--- src/rtl/div_54_20_seq.sv ---
// Sequential radix-2 restoring divider: signed 54-bit dividend by a sign/magnitude
// 20-bit divisor, producing a saturated 31-bit two's-complement quotient and remainder magnitude.
module div_54_20_seq #(
    parameter int unsigned DW = 54,
    parameter int unsigned BW = 20,
    parameter int unsigned QW = 31
) (
    input  logic          clk,
    input  logic          rst,
    input  logic          start,
    input  logic [DW-1:0] signed_C,
    input  logic [BW-1:0] B,
    input  logic          sign_B,
    output logic          busy,
    output logic          done,
    output logic [QW-1:0] Q,
    output logic [BW-1:0] R,
    output logic          ovf,
    output logic          dbz
);

    localparam int unsigned CW = $clog2(DW);
    localparam logic [DW-1:0] QPOS_LIM = {{(DW-QW+1){1'b0}}, {(QW-1){1'b1}}};
    localparam logic [DW-1:0] QNEG_LIM = QPOS_LIM + DW'(1);
    localparam logic [QW-1:0] QMAX     = {1'b0, {(QW-1){1'b1}}};
    localparam logic [QW-1:0] QMIN     = {1'b1, {(QW-1){1'b0}}};

    typedef enum logic [1:0] {
        S_IDLE,
        S_CALC,
        S_FIN
    } state_t;

    state_t        state_q, state_d;
    logic [DW-1:0] acc_q, acc_d;     // dividend bits shift out the top, quotient bits in at the bottom
    logic [BW-1:0] rem_q, rem_d;
    logic [BW-1:0] b_q, b_d;
    logic [CW-1:0] cnt_q, cnt_d;
    logic          neg_q, neg_d;
    logic          busy_q, busy_d;
    logic          done_q, done_d;
    logic [QW-1:0] q_q, q_d;
    logic [BW-1:0] r_q, r_d;
    logic          ovf_q, ovf_d;
    logic          dbz_q, dbz_d;

    logic [DW-1:0] mag_c;
    logic [BW:0]   shifted_c;
    logic [BW:0]   diff_c;
    logic          ge_c;

    assign mag_c     = signed_C[DW-1] ? (DW'(0) - signed_C) : signed_C;
    assign shifted_c = {rem_q, acc_q[DW-1]};
    assign diff_c    = shifted_c - {1'b0, b_q};
    assign ge_c      = (shifted_c >= {1'b0, b_q});

    // State and datapath registers
    always_ff @(posedge clk) begin
        if (rst) begin
            state_q <= S_IDLE;
            acc_q   <= '0;
            rem_q   <= '0;
            b_q     <= '0;
            cnt_q   <= '0;
            neg_q   <= 1'b0;
            busy_q  <= 1'b0;
            done_q  <= 1'b0;
            q_q     <= '0;
            r_q     <= '0;
            ovf_q   <= 1'b0;
            dbz_q   <= 1'b0;
        end else begin
            state_q <= state_d;
            acc_q   <= acc_d;
            rem_q   <= rem_d;
            b_q     <= b_d;
            cnt_q   <= cnt_d;
            neg_q   <= neg_d;
            busy_q  <= busy_d;
            done_q  <= done_d;
            q_q     <= q_d;
            r_q     <= r_d;
            ovf_q   <= ovf_d;
            dbz_q   <= dbz_d;
        end
    end

    // Next-state and output logic
    always_comb begin
        state_d = state_q;
        acc_d   = acc_q;
        rem_d   = rem_q;
        b_d     = b_q;
        cnt_d   = cnt_q;
        neg_d   = neg_q;
        busy_d  = busy_q;
        done_d  = 1'b0;
        q_d     = q_q;
        r_d     = r_q;
        ovf_d   = ovf_q;
        dbz_d   = dbz_q;

        case (state_q)
            S_IDLE: begin
                if (start) begin
                    acc_d   = mag_c;
                    b_d     = B;
                    neg_d   = signed_C[DW-1] ^ sign_B;
                    rem_d   = '0;
                    cnt_d   = '0;
                    busy_d  = 1'b1;
                    state_d = S_CALC;
                end
            end
            S_CALC: begin
                // Remainder stays below B, so the truncated difference/restore fits BW bits
                acc_d = {acc_q[DW-2:0], ge_c};
                rem_d = BW'(ge_c ? diff_c : shifted_c);
                cnt_d = cnt_q + CW'(1);
                if (cnt_q == CW'(DW-1)) begin
                    state_d = S_FIN;
                end
            end
            S_FIN: begin
                if (b_q == '0) begin
                    dbz_d = 1'b1;
                    ovf_d = 1'b0;
                    r_d   = '0;
                    q_d   = neg_q ? QMIN : QMAX;
                end else begin
                    dbz_d = 1'b0;
                    r_d   = rem_q;
                    if (!neg_q && (acc_q > QPOS_LIM)) begin
                        q_d   = QMAX;
                        ovf_d = 1'b1;
                    end else if (neg_q && (acc_q > QNEG_LIM)) begin
                        q_d   = QMIN;
                        ovf_d = 1'b1;
                    end else begin
                        q_d   = neg_q ? (QW'(0) - acc_q[QW-1:0]) : acc_q[QW-1:0];
                        ovf_d = 1'b0;
                    end
                end
                done_d  = 1'b1;
                busy_d  = 1'b0;
                state_d = S_IDLE;
            end
            default: begin
                state_d = S_IDLE;
                busy_d  = 1'b0;
            end
        endcase
    end

    assign busy = busy_q;
    assign done = done_q;
    assign Q    = q_q;
    assign R    = r_q;
    assign ovf  = ovf_q;
    assign dbz  = dbz_q;

endmodule

--- config.mk ---
export PLATFORM = sky130hd
export DESIGN_NAME = div_54_20_seq
export DESIGN_NICKNAME = d
export VERILOG_FILES = /design/src/rtl/div_54_20_seq.sv
export SDC_FILE = /design/constraint.sdc
export NUM_CORES = 1
export LEC_CHECK = 0
export BUFFER_PORTS_ARGS = -buffer_cell sky130_fd_sc_hd__buf_2
export CORE_MARGIN = 5
export CORE_UTILIZATION = 55
export DETAILED_ROUTE_END_ITERATION = 10
export PLACE_DENSITY = 0.77
export SYNTH_ARGS = -nofsm -noshare
export SYNTH_HDL_FRONTEND = slang
export SYNTH_SLANG_ARGS = --single-unit
--- constraint.sdc ---
create_clock -name clk -period 3.8 [get_ports clk]
set_input_delay 0.38 -clock clk [delete_from_list [all_inputs] [get_ports clk]]
set_output_delay 0.38 -clock clk [all_outputs]
set_load 0.01 [all_outputs]
==> results.ini <==
[sta]
fin_crit_sh_pct = 77.5
slew_violations = 0
max_freq_mhz = 340
layout_min_cycle_time_ns = 2.95
slew_headroom_pct = 11.8
fin_skew_ns = 0.00633
fin_tns_setup_ns = 0
rsz0062_at_grt = no
finalHoldViolCount = 0
hold_ws_ns = 0.185
worst_pin_slew_ns = 1.31
finalSetupViolations = 0

[clocking]
hold_buffers = 0
cts_setup_buffers = 0
cts_tree = built
clk_latency_ns = 0.43
cts_sinks = 158
clock_path_buffers = 2
h-tree-depth = 4
numCtsBuffers = 17
path_clk_slew_ns = 0.06
cts_resized = 0
cts-root-buf = clkbuf_16

[setup_path]
crit_start = acc_q[0]$_SDFFE_PP0P_
critPathLaunchType = flip-flop
slowest_stage = o21ai_0
path_cells = inv_1, ha_1, nor4b_1, buf_4, and2_1, buf_4, and3_1, o2111ai_1, o21ai_0, a21oi_1, nor3_1
worstSetupEndpointType = flip-flop
cpPeakStageDelay_ns = 0.52
crit_path_max_fanout = 11
worst_path_most_repeated_cell = buf_4
cp.required_ns = 4.08
cp_data_arrival_time_ns = 3.22
rr_startpoint = acc_q[0]$_SDFFE_PP0P_
worst-setup-path-type = flip-flop to flip-flop
ff2ff_setup_slack_ns = 0.85

[floorplanning]
die_x_um = 138
die_area_um2 = 19100
core_area_um2 = 16000
ios = 133
initial_core_util_pct = 56.4
die_y_um = 138
rows = 46

[power]
p_sw_uw = 2390
p_per_area_nw_per_um2 = 617
p_int_uw = 4000
power_frac_seq_pct = 31.5
p_sw_share_pct = 37.4
leakagePower_uw = 0.00406
clockPowerShare_pct = 28.5
comb_power_share_pct = 40.0
vdd_drop_max_mv = 0.448

[job]
max_cap_violations = 0

[synthesis]
synth-seq-cells = 158
netlist_instances = 1138
syn-cell-area_um2 = 9020
yosys_warnings = 0
syn-num-nets = 1241
synth_edf_count = 0
synth_ff_type = dfxtp_1
seq_area_frac_synth_pct = 35.1
synthArstFlopShare_pct = 0
syn_area_per_cell_um2 = 7.93
synthDistinctLibCells = 65

[global_routing]
grt_use_total_pct = 25.7
grt_overflow = 0
grt_max_degree = 89
antenna_found_initial = 0
grt_pass1_wl_um = 41300
grt_pass1_vias = 8167

[drt]
drt_iter0_drc = 796
drtAntennaViolNets = 0
wl_per_cell_um = 17.5
highest_layer = met4
drc = 0
totalWireLength_um = 25400
route.met2.wl_um = 11600
vias = 8888
wl_met1_um = 11400
met3WireLength_um = 1720
via_per_inst = 6.15
firstDrtPassIters = 7

[min_path]
hp-class = input port to flip-flop
hold_start = B[17]

[placement]
place_hpwl_um = 18000
portBuffers = 132
gp_congestion = 0.910

[layout]
syn2layout_area_growth_pct = 14.9
drive_gt1_share_pct = 16.1
diodes = 0
final_net_count = 1319

[status]
status = complete, no violations

-- sequential cells by signal, summed over array words and instances, names as in the netlist --
register / flops
R: 20
busy: 1
dbz: 1
rem_q: 20
done: 1
b_q: 20
state_q: 2
neg_q: 1
Q: 31
ovf: 1
cnt_q: 6
acc_q: 54
-- cell usage after synthesis (all sizes together), types with 5 or more instances --
cell type | n | area share (%)
a211oi | 11 | 0.92
a21oi | 82 | 4.5
a222oi | 34 | 3.8
a22oi | 17 | 1.4
a31oi | 9 | 0.62
a32oi | 7 | 0.68
and3 | 5 | 0.35
buf | 15 | 0.78
clkbuf | 70 | 2.9
dfxtp | 158 | 35
ha | 24 | 3.3
inv | 31 | 1.3
mux2i | 18 | 2.0
nand2 | 120 | 5.0
nand2b | 17 | 1.3
nand3 | 37 | 2.1
nand4 | 7 | 0.49
nor2 | 113 | 4.7
nor2b | 6 | 0.42
nor3 | 30 | 1.7
nor4 | 18 | 1.5
o211ai | 15 | 1.2
o21a | 5 | 0.42
o21ai | 75 | 4.2
o22ai | 19 | 1.3
o31ai | 26 | 2.3
o41ai | 8 | 0.86
or2 | 9 | 0.62
or3 | 14 | 0.97
or4 | 19 | 1.7
xnor2 | 45 | 4.4
xor2 | 32 | 3.1
-- power by group through the flow --
stage | registers, uW | logic (uW) | clock network (uW)
finish | 2010 | 2560 | 1820
global route | 2020 | 2810 | 1920
CTS | 2010 | 2520 | 1840
detailed placement | 2040 | 2490 | 0
global placement | 2040 | 2450 | 0
floorplan | 1930 | 1950 | 0
-- layer usage --
layer / track usage [%] / vias up
li1: - / 4348
met1: 35.6 / 4160
met2: 40.4 / 337
met3: 3.90 / 43
met4: 9.93 / 0
met5: 0 / -
-- cell type report --
type | count | area (um^2)
clock buffer | 20 | 447
timing repair buffer | 144 | 753
clock inverter | 12 | 183
multi-input combinational | 864 | 5430
sequential | 158 | 3160
inverter | 31 | 116
fill | 1443 | 5640
tap | 216 | 270
-- cells by family after synthesis --
kind of cell	after synthesis	share of synthesized area [%]
simple gates	412	22.3
flops	158	35.1
mux	18	2.00
compound gates	332	24.6
fa+ha+maj	25	3.55
buf+inv	116	4.98
xor+xnor	77	7.47
-- metrics by stage --
step | power [uW] | instances | setup slack [ns] | utilization, % | area (um^2)
2_1_floorplan | 3880 | 1138 | 1.10 | - | 9020
3_3_place_gp | 4490 | 1413 | 0.909 | 60.8 | 9730
3_5_place_dp | 4530 | 1413 | 0.789 | 60.8 | 9730
4_1_cts | 6370 | 1445 | 0.906 | 64.8 | 10400
5_1_grt | 6750 | 1445 | 0.655 | 64.8 | 10400
6_report | 6390 | 1445 | 0.855 | 64.8 | 10400
-- cells in the final DEF, fill, tap and decap left out, types with 9 or more instances in the layout --
cell type	count
xnor2_1	45
nor3_1	30
a22oi_1	17
inv_1	31
or2_2	9
o211ai_1	15
a31oi_1	9
nand2b_1	16
a211oi_1	11
nor4_1	16
nand2_1	120
ha_1	24
clkbuf_16	17
mux2i_1	18
or3_1	14
nand3_1	37
o31ai_1	25
xor2_1	32
o22ai_1	19
a222oi_1	34
dfxtp_1	158
a21oi_1	82
nor2_1	113
or4_1	16
buf_2	131
o21ai_0	74
buf_4	13
-- worst paths after layout --
check	to	cells past startpoint
setup / recovery	Q[18]$_SDFFE_PP0P_	11
hold / removal	b_q[17]$_SDFFE_PP0P_	3
setup reg to reg	Q[18]$_SDFFE_PP0P_	11
hold reg to reg	Q[21]$_SDFFE_PP0P_	2
-- worst max-delay path, delay by kind of cell (launching register included) --
family	cells	cell delay [ns]
fa+ha+maj	1	0.22
buf+inv	3	0.40
flops	1	0.48
compound gates	3	1.15
simple gates	4	0.54
(Power assumes the default switching activity.)
